**config.mk**
```make
export PLATFORM = sky130hd
export DESIGN_NAME = fifo_word_packer
export DESIGN_NICKNAME = d
export VERILOG_FILES = /design/src/rtl/fifo_word_packer.sv
export SDC_FILE = /design/constraint.sdc
export NUM_CORES = 1
export LEC_CHECK = 0
export ABC_AREA = 1
export CELL_PAD_IN_SITES_DETAIL_PLACEMENT = 2
export CELL_PAD_IN_SITES_GLOBAL_PLACEMENT = 2
export CORE_ASPECT_RATIO = 0.75
export CORE_MARGIN = 10
export CORE_UTILIZATION = 34
export DETAILED_ROUTE_END_ITERATION = 8
export GPL_ROUTABILITY_DRIVEN = 0
export PLACE_DENSITY = 0.83
export SETUP_SLACK_MARGIN = 0.02
export SKIP_CTS_REPAIR_TIMING = 1
export SLEW_MARGIN = 10
export SYNTH_ARGS = -nofsm -noshare
export SYNTH_HDL_FRONTEND = slang
export SYNTH_SLANG_ARGS = --single-unit
```
**constraint.sdc**
```tcl
create_clock -name clk -period 8.7 [get_ports clk]
set_clock_uncertainty 0.1 [all_clocks]
set_input_delay 1.74 -clock clk [delete_from_list [all_inputs] [get_ports clk]]
set_output_delay 1.74 -clock clk [all_outputs]
set_load 0.02 [all_outputs]
```
**src/rtl/fifo_word_packer.sv**
```systemverilog
// Drains an 8-bit FIFO and packs four consecutive bytes, little-endian, into 32-bit words.
// A flush request emits any partial word with a byte-keep mask. The output port uses valid/ready.
module fifo_word_packer (
   input  logic        clk,
   input  logic        reset,
   input  logic        empty,
   input  logic [7:0]  data_out,
   output logic        rd_enb,
   input  logic        flush,
   output logic        out_valid,
   input  logic        out_ready,
   output logic [31:0] out_data,
   output logic [3:0]  out_keep,
   output logic        busy
);

   logic [31:0] asm_q, asm_d;
   logic [2:0]  idx_q, idx_d, idx_cap;
   logic        rd_pending_q, rd_pending_d;
   logic        flush_req_q, flush_req_d;
   logic [31:0] out_data_q, out_data_d;
   logic [3:0]  out_keep_q, out_keep_d;
   logic        out_valid_q, out_valid_d;

   logic [3:0]  keep_new;
   logic [31:0] lane_mask;
   logic        out_free, flush_act, room, full_go, flush_go, load;

   always_comb begin
      out_free  = !out_valid_q || out_ready;
      flush_act = flush || flush_req_q;

      // When the 4th byte is in flight and the output can take the word on the
      // capture edge, the next read lands in lane 0, so reads keep streaming.
      room   = ((idx_q + {2'b0, rd_pending_q}) < 3'd4) || ((idx_q == 3'd3) && out_free);
      rd_enb = !reset && !empty && !flush_act && (idx_q != 3'd4) && room;

      asm_d   = asm_q;
      idx_cap = idx_q;
      if (rd_pending_q) begin
         asm_d[{idx_q[1:0], 3'b000} +: 8] = data_out;
         idx_cap = idx_q + 3'd1;
      end

      case (idx_cap)
         3'd1:    keep_new = 4'b0001;
         3'd2:    keep_new = 4'b0011;
         3'd3:    keep_new = 4'b0111;
         default: keep_new = 4'b1111;
      endcase
      lane_mask = '0;
      for (int k = 0; k < 4; k++) begin
         lane_mask[8*k +: 8] = {8{keep_new[k]}};
      end

      full_go  = (idx_cap == 3'd4) && out_free;
      // A flush waits for the in-flight byte so that it is included.
      flush_go = flush_act && !rd_pending_q && (idx_q != 3'd0) && out_free;
      load     = full_go || flush_go;

      idx_d        = load ? 3'd0 : idx_cap;
      rd_pending_d = rd_enb;
      flush_req_d  = flush_act && !(!rd_pending_q && ((idx_q == 3'd0) || flush_go));

      out_data_d  = out_data_q;
      out_keep_d  = out_keep_q;
      out_valid_d = out_valid_q && !out_ready;
      if (load) begin
         out_data_d  = asm_d & lane_mask;
         out_keep_d  = keep_new;
         out_valid_d = 1'b1;
      end
   end

   always_ff @(posedge clk or posedge reset) begin
      if (reset) begin
         asm_q        <= '0;
         idx_q        <= '0;
         rd_pending_q <= 1'b0;
         flush_req_q  <= 1'b0;
         out_data_q   <= '0;
         out_keep_q   <= '0;
         out_valid_q  <= 1'b0;
      end else begin
         asm_q        <= asm_d;
         idx_q        <= idx_d;
         rd_pending_q <= rd_pending_d;
         flush_req_q  <= flush_req_d;
         out_data_q   <= out_data_d;
         out_keep_q   <= out_keep_d;
         out_valid_q  <= out_valid_d;
      end
   end

   assign out_valid = out_valid_q;
   assign out_data  = out_data_q;
   assign out_keep  = out_keep_q;
   assign busy      = (idx_q != 3'd0) || rd_pending_q || flush_req_q;

endmodule

```
==> results of run 1 <==
-- power by group through the flow --
stage / Combinational [uW] / Sequential, uW / Clock [uW]
2_1_floorplan: 445 / 652 / 0
3_3_place_gp: 793 / 566 / 0
3_5_place_dp: 830 / 576 / 0
4_1_cts: 848 / 573 / 427
5_1_grt: 932 / 592 / 442
6_report: 824 / 571 / 417
-- state kept, by name, summed over array words and instances (netlist names) --
| name | count |
|---|---|
| rd_pending_q | 1 |
| asm_q | 32 |
| out_keep | 4 |
| flush_req_q | 1 |
| out_data | 32 |
| out_valid | 1 |
| idx_q | 3 |
-- logic make-up after synthesis --
family,count (synthesis)
compound gates,3
fa+ha+maj,8
buf+inv,27
flops,74
simple gates,264
-- cell type report --
cell class / count / area, um^2 / share of cell area (%)
clock inverters: 4 / 72.6 / 1.72
clock buffers: 12 / 267 / 6.33
well taps: 128 / 160 / 3.80
multi-input cells: 275 / 1280 / 30.4
flip-flops and latches: 74 / 1850 / 44.0
repair buffers: 53 / 526 / 12.5
inverters: 14 / 52.6 / 1.25
-- synth_stat cells --
library cell	n	area, um^2
nand3_1	73	365
nor2_2	2	12.5
o211a_1	1	10.0
buf_4	2	15.0
or3_1	1	6.26
inv_1	12	45.0
nand4_1	1	6.26
buf_2	5	25.0
nor2_4	1	11.3
nor3_4	2	32.5
clkinv_1	1	3.75
nand2_1	157	589
a31oi_1	1	6.26
clkbuf_1	1	3.75
nor3_2	1	10.0
nor2_1	18	67.6
dfrtp_1	74	1850
o21ai_2	1	8.76
buf_6	5	56.3
nand2_2	5	31.3
or2_1	1	6.26
or2_2	1	6.26
inv_2	1	3.75
nand2_4	1	11.3
ha_1	8	100
-- routing by layer --
layer | vias up | wire [um]
met1 | 1407 | 4780
met2 | 47 | 4760
met5 | - | 0
li1 | 1304 | -
met3 | 14 | 482
met4 | 0 | 164
-- how the worst min path moves through the flow --
| stage | start | end | slack [ns] | cells after the start |
|---|---|---|---|---|
| after global routing | out_keep[0]$_DFFE_PP0P_ | out_keep[0]$_DFFE_PP0P_ | 0.40 | 1 |
| after CTS | out_keep[0]$_DFFE_PP0P_ | out_keep[0]$_DFFE_PP0P_ | 0.38 | 1 |
| after global placement | out_keep[0]$_DFFE_PP0P_ | out_keep[0]$_DFFE_PP0P_ | 0.36 | 1 |
| after detailed placement | out_keep[0]$_DFFE_PP0P_ | out_keep[0]$_DFFE_PP0P_ | 0.36 | 1 |
| after floorplan | asm_q[0]$_DFF_PP0_ | asm_q[0]$_DFF_PP0_ | 0.34 | 2 |
| final | out_keep[0]$_DFFE_PP0P_ | out_keep[0]$_DFFE_PP0P_ | 0.38 | 1 |
-- worst max-delay path, delay by kind of cell --
family | cells | cell delay, ns
buffers and inverters | 3 | 1.39
AND/OR/NAND/NOR | 1 | 0.12
AO/OA/AOI/OAI | 1 | 0.19
-- stage by stage --
stage	power, uW	cell area [um^2]
6_report	1810	4210
5_1_grt	1970	4210
4_1_cts	1850	4210
3_5_place_dp	1410	3870
3_3_place_gp	1360	3870
2_1_floorplan	1100	3290
==> impl_metrics.tcl, run 1 <==
set metrics [dict create \
    cts.sinks 74 \
    ctsHtreeMaxLevel 3 \
    p_int_uw 1060 \
    critPathKind "input port to primary output" \
    seq_power_share_pct 31.5 \
    switching_share_pct 41.4 \
    cts_tree "done" \
    die_w_um 134 \
    clock_path_buffers 2 \
    grt_max_degree 59 \
    syn_inst 376 \
    grtUsageTotal_pct 15.1 \
    met3_usage_pct 5.22 \
    worst_path_largest_cell_delay_ns 0.64 \
    fin_hold_ws_ns 0.376 \
    antenna_found_initial 0 \
    start_util_pct 35.6 \
    grt.busiest_layer "met2" \
    cellPowerDensity_mw_per_mm2 431 \
    hp-class "flop to flop" \
    synth_seq_cells 74 \
    avgSynthCellArea_um2 8.74 \
    dp_cells 544 \
    fin_nets 448 \
    route.vias.total 2772 \
    drt_pass1_iterations 4 \
    final_common_cell "nand2_1" \
    dp.final_hpwl_um 6910 \
    synth_adder_area_share_pct 3.05 \
    rsz0062_at_grt "false" \
    yosysSeqAreaShare_pct 56.4 \
    regToRegSetupSlack_ns 5.36 \
    grt_pass1_wl_um 17300 \
    worst_pin_slew_ns 0.770 \
    clk_latency_ns 0.34 \
    post-route-util_pct 45.6 \
    cp_common_cell "clkdlybuf4s50_1" \
    worst_path_max_delay_cell "clkdlybuf4s50_1" \
    wl_um 10200 \
    drt_iter0_drc 137 \
    worstPathCellList "clkdlybuf4s50_1, inv_2, nand3_1, a31oi_1, clkdlybuf4s50_1" \
    port_buffers 51 \
    post_drt_via_cell_ratio 4.95 \
    synth.net_count 397 \
    power_leakage_uw 0.00207 \
    drcViolationCount 0 \
    synth_top_family_by_area "simple AND/OR/NAND/NOR gates" \
    cp-startpoint "reset" \
    ys_types 25 \
    antenna_cells 0 \
    rr_startpoint "idx_q[0]$_DFF_PP0_" \
    synthMuxAreaShare_pct 0 \
    areaGrowthSynthToFinish_pct 28.1 \
    wire_per_inst_um 18.2 \
    p_comb_share_pct 45.5 \
    final_cells 560 \
    use_met2_pct 24.3 \
    hold_violations 0 \
    status "finished, final reports clean" \
    cp-endpoint "rd_enb" \
    critPathMaxFanout 18 \
    synth_area_mm2 0.00329 \
    p_sw_uw 750 \
    dpl_worst_slack_ns 3.36 \
    setup_viol 0 \
    reg2reg_to "out_keep[0]$_DFFE_PP0P_" \
    ios 52 \
    relSlewSlack_pct 48.7 \
    worstSetupEndpointType "primary output" \
    grt_pass1_vias 3251 \
    clk_pin_slew_worst_paths_ns 0.05 \
    ant_nets 0 \
    die_height_um 105 \
    tns_ns 0 \
    yosysWarnings 0 \
    synth_compound_area_share_pct 0.762 \
    fmax_mhz 189 \
    cap_violations 0 \
    overflow 0 \
    cp.arrival_ns 3.46 \
    numCtsBuffers 9 \
    min_period_ns 5.30 \
    met1_usage_pct 18.7 \
    finalCritPeriodShare_pct 60.9 \
    synth_xor_area_share_pct 0 \
    clkPwrFrac_pct 23.0 \
    root_buffer "clkbuf_16" \
    startpoint_type "input port" \
    die_area_mm2 0.0140 \
    required_ns 6.86 \
    final.setup.worst_slack_ns 3.40 \
    reg2reg_depth 8 \
    ir_drop_mv 0.160 \
    drive_gt1_share_pct 7.87 \
    core_mm2 0.00923 \
    rows 30 \
    yosys.area_share.simple_pct 35.2 \
    slew_violations 0 \
    n_fill_cell 1041 \
    final_cell_mix "157 x nand2_1, 74 x dfrtp_1, 73 x nand3_1" \
]
No activity file was read; power rests on OpenSTA's default activity.
==> inputs of run 2 (changes only) <==
--- a/config.mk
+++ b/config.mk
@@ -10,10 +10,10 @@
 export CELL_PAD_IN_SITES_GLOBAL_PLACEMENT = 2
 export CORE_ASPECT_RATIO = 0.75
 export CORE_MARGIN = 10
-export CORE_UTILIZATION = 34
+export CORE_UTILIZATION = 32
 export DETAILED_ROUTE_END_ITERATION = 8
 export GPL_ROUTABILITY_DRIVEN = 0
-export PLACE_DENSITY = 0.83
+export PLACE_DENSITY = 0.79
 export SETUP_SLACK_MARGIN = 0.02
 export SKIP_CTS_REPAIR_TIMING = 1
 export SLEW_MARGIN = 10
==> constraint.sdc (replaced) <==
create_clock -name clk -period 5.4 [get_ports clk]
set_clock_uncertainty 0.1 [all_clocks]
set_input_delay 1.08 -clock clk [delete_from_list [all_inputs] [get_ports clk]]
set_output_delay 1.08 -clock clk [all_outputs]
set_load 0.02 [all_outputs]
==> impl_metrics.tcl, run 2 (synthesis gave the netlist of run 1 again) <==
set metrics [dict create \
    clock_path_buffers 2 \
    cp_common_cell "clkdlybuf4s50_1" \
    dp.final_hpwl_um 6870 \
    hp-class "flop to flop" \
    grtUsageTotal_pct 14.7 \
    worstSetupEndpointType "primary output" \
    grt_max_degree 59 \
    min_period_ns 4.01 \
    p_comb_share_pct 44.7 \
    rsz0062_at_grt "false" \
    p_int_uw 1750 \
    clk_latency_ns 0.33 \
    drt_pass1_iterations 4 \
    worst_pin_slew_ns 0.768 \
    die_height_um 108 \
    rows 31 \
    numCtsBuffers 9 \
    worst_path_largest_cell_delay_ns 0.64 \
    drcViolationCount 0 \
    cap_violations 0 \
    power_leakage_uw 0.00207 \
    final_common_cell "nand2_1" \
    fin_nets 448 \
    ant_nets 0 \
    die_area_mm2 0.0148 \
    p_sw_uw 1200 \
    setup_viol 0 \
    met1_usage_pct 19.4 \
    antenna_found_initial 0 \
    grt.busiest_layer "met2" \
    post_drt_via_cell_ratio 4.85 \
    grt_pass1_wl_um 17000 \
    port_buffers 51 \
    start_util_pct 33.4 \
    post-route-util_pct 42.9 \
    die_w_um 137 \
    root_buffer "clkbuf_16" \
    cts.sinks 74 \
    relSlewSlack_pct 48.8 \
    critPathKind "input port to primary output" \
    tns_ns 0 \
    seq_power_share_pct 31.3 \
    route.vias.total 2738 \
    startpoint_type "input port" \
    ctsHtreeMaxLevel 3 \
    overflow 0 \
    drt_iter0_drc 118 \
    switching_share_pct 40.8 \
    use_met2_pct 22.7 \
    ios 52 \
    critPathBufInv 3 \
    n_fill_cell 1108 \
    cp_top_family "buffers and inverters" \
    core_mm2 0.00985 \
    wl_um 10200 \
    worstPathCellList "clkdlybuf4s50_1, inv_2, nand3_1, a31oi_1, clkdlybuf4s50_1" \
    final_cell_mix "157 x nand2_1, 74 x dfrtp_1, 73 x nand3_1" \
    ir_drop_mv 0.270 \
    clk_pin_slew_worst_paths_ns 0.06 \
    cp.arrival_ns 2.83 \
    finalCritPeriodShare_pct 74.2 \
    status "finished, final reports clean" \
    areaGrowthSynthToFinish_pct 28.8 \
    cellPowerDensity_mw_per_mm2 697 \
    wire_per_inst_um 18.1 \
    critPathMaxFanout 18 \
    hold_violations 0 \
    drive_gt1_share_pct 7.64 \
    required_ns 4.22 \
    clkPwrFrac_pct 24.1 \
    grt_pass1_vias 3107 \
    met3_usage_pct 4.38 \
    slew_violations 0 \
    fmax_mhz 250 \
    cts_tree "done" \
    worst_path_max_delay_cell "clkdlybuf4s50_1" \
    antenna_cells 0 \
]
==> run 2: layer usage <==
layer | vias up | share of wire (%) | wire (um)
li1 | 1301 | - | -
met5 | - | 0 | 0
met3 | 8 | 5.2 | 527
met1 | 1376 | 49 | 5020
met2 | 53 | 45 | 4590
met4 | 0 | 0.64 | 65
==> run 2: metrics by stage <==
stage | power, uW | instances | setup slack [ns] | cell area (um^2) | hold WS [ns]
after floorplan | 1770 | 376 | 0.960 | 3290 | 0.345
after global placement | 2200 | 548 | 1.39 | 3880 | 0.361
after detailed placement | 2260 | 548 | 1.33 | 3880 | 0.363
after CTS | 3010 | 564 | 1.33 | 4230 | 0.385
after global routing | 3190 | 564 | 1.17 | 4230 | 0.406
final | 2950 | 564 | 1.39 | 4230 | 0.385
==> run 2: power groups by stage <==
stage	logic, uW	registers [uW]	clock network (uW)
3_5_place_dp	1330	929	0
2_1_floorplan	717	1050	0
6_report	1320	923	710
4_1_cts	1350	926	727
3_3_place_gp	1280	914	0
5_1_grt	1490	954	748
==> run 2: layout make-up <==
class,instances,area (um^2),share of cell area (%)
inverters,14,52.6,1.24
clock buffers,12,256,6.06
well taps,132,165,3.90
repair buffers,53,526,12.4
multi-input cells,275,1280,30.3
clock inverters,4,97.6,2.31
flip-flops and latches,74,1850,43.8
==> run 2: worst paths after layout <==
check / slack [ns] / depth (start not counted) / endpoint / from
setup / recovery: 1.39 / 5 / rd_enb / reset
hold / removal: 0.39 / 2 / asm_q[10]$_DFF_PP0_ / asm_q[10]$_DFF_PP0_
setup reg to reg: 2.09 / 8 / out_keep[0]$_DFFE_PP0P_ / idx_q[0]$_DFF_PP0_
hold reg to reg: 0.39 / 2 / asm_q[10]$_DFF_PP0_ / asm_q[10]$_DFF_PP0_
max in group asynchronous: 3.09 / 3 / out_data[10]$_DFFE_PP0P_ / reset
min in group asynchronous: 0.97 / 2 / out_data[5]$_DFFE_PP0P_ / reset
==> run 2: worst register-to-register path: cells and delay by family, from the launching register on <==
family	cells	cell delay (ns)
AND/OR/NAND/NOR	6	1.66
flip-flops	1	0.68
adder cells (fa/ha/maj)	1	0.48
buffers and inverters	1	0.28
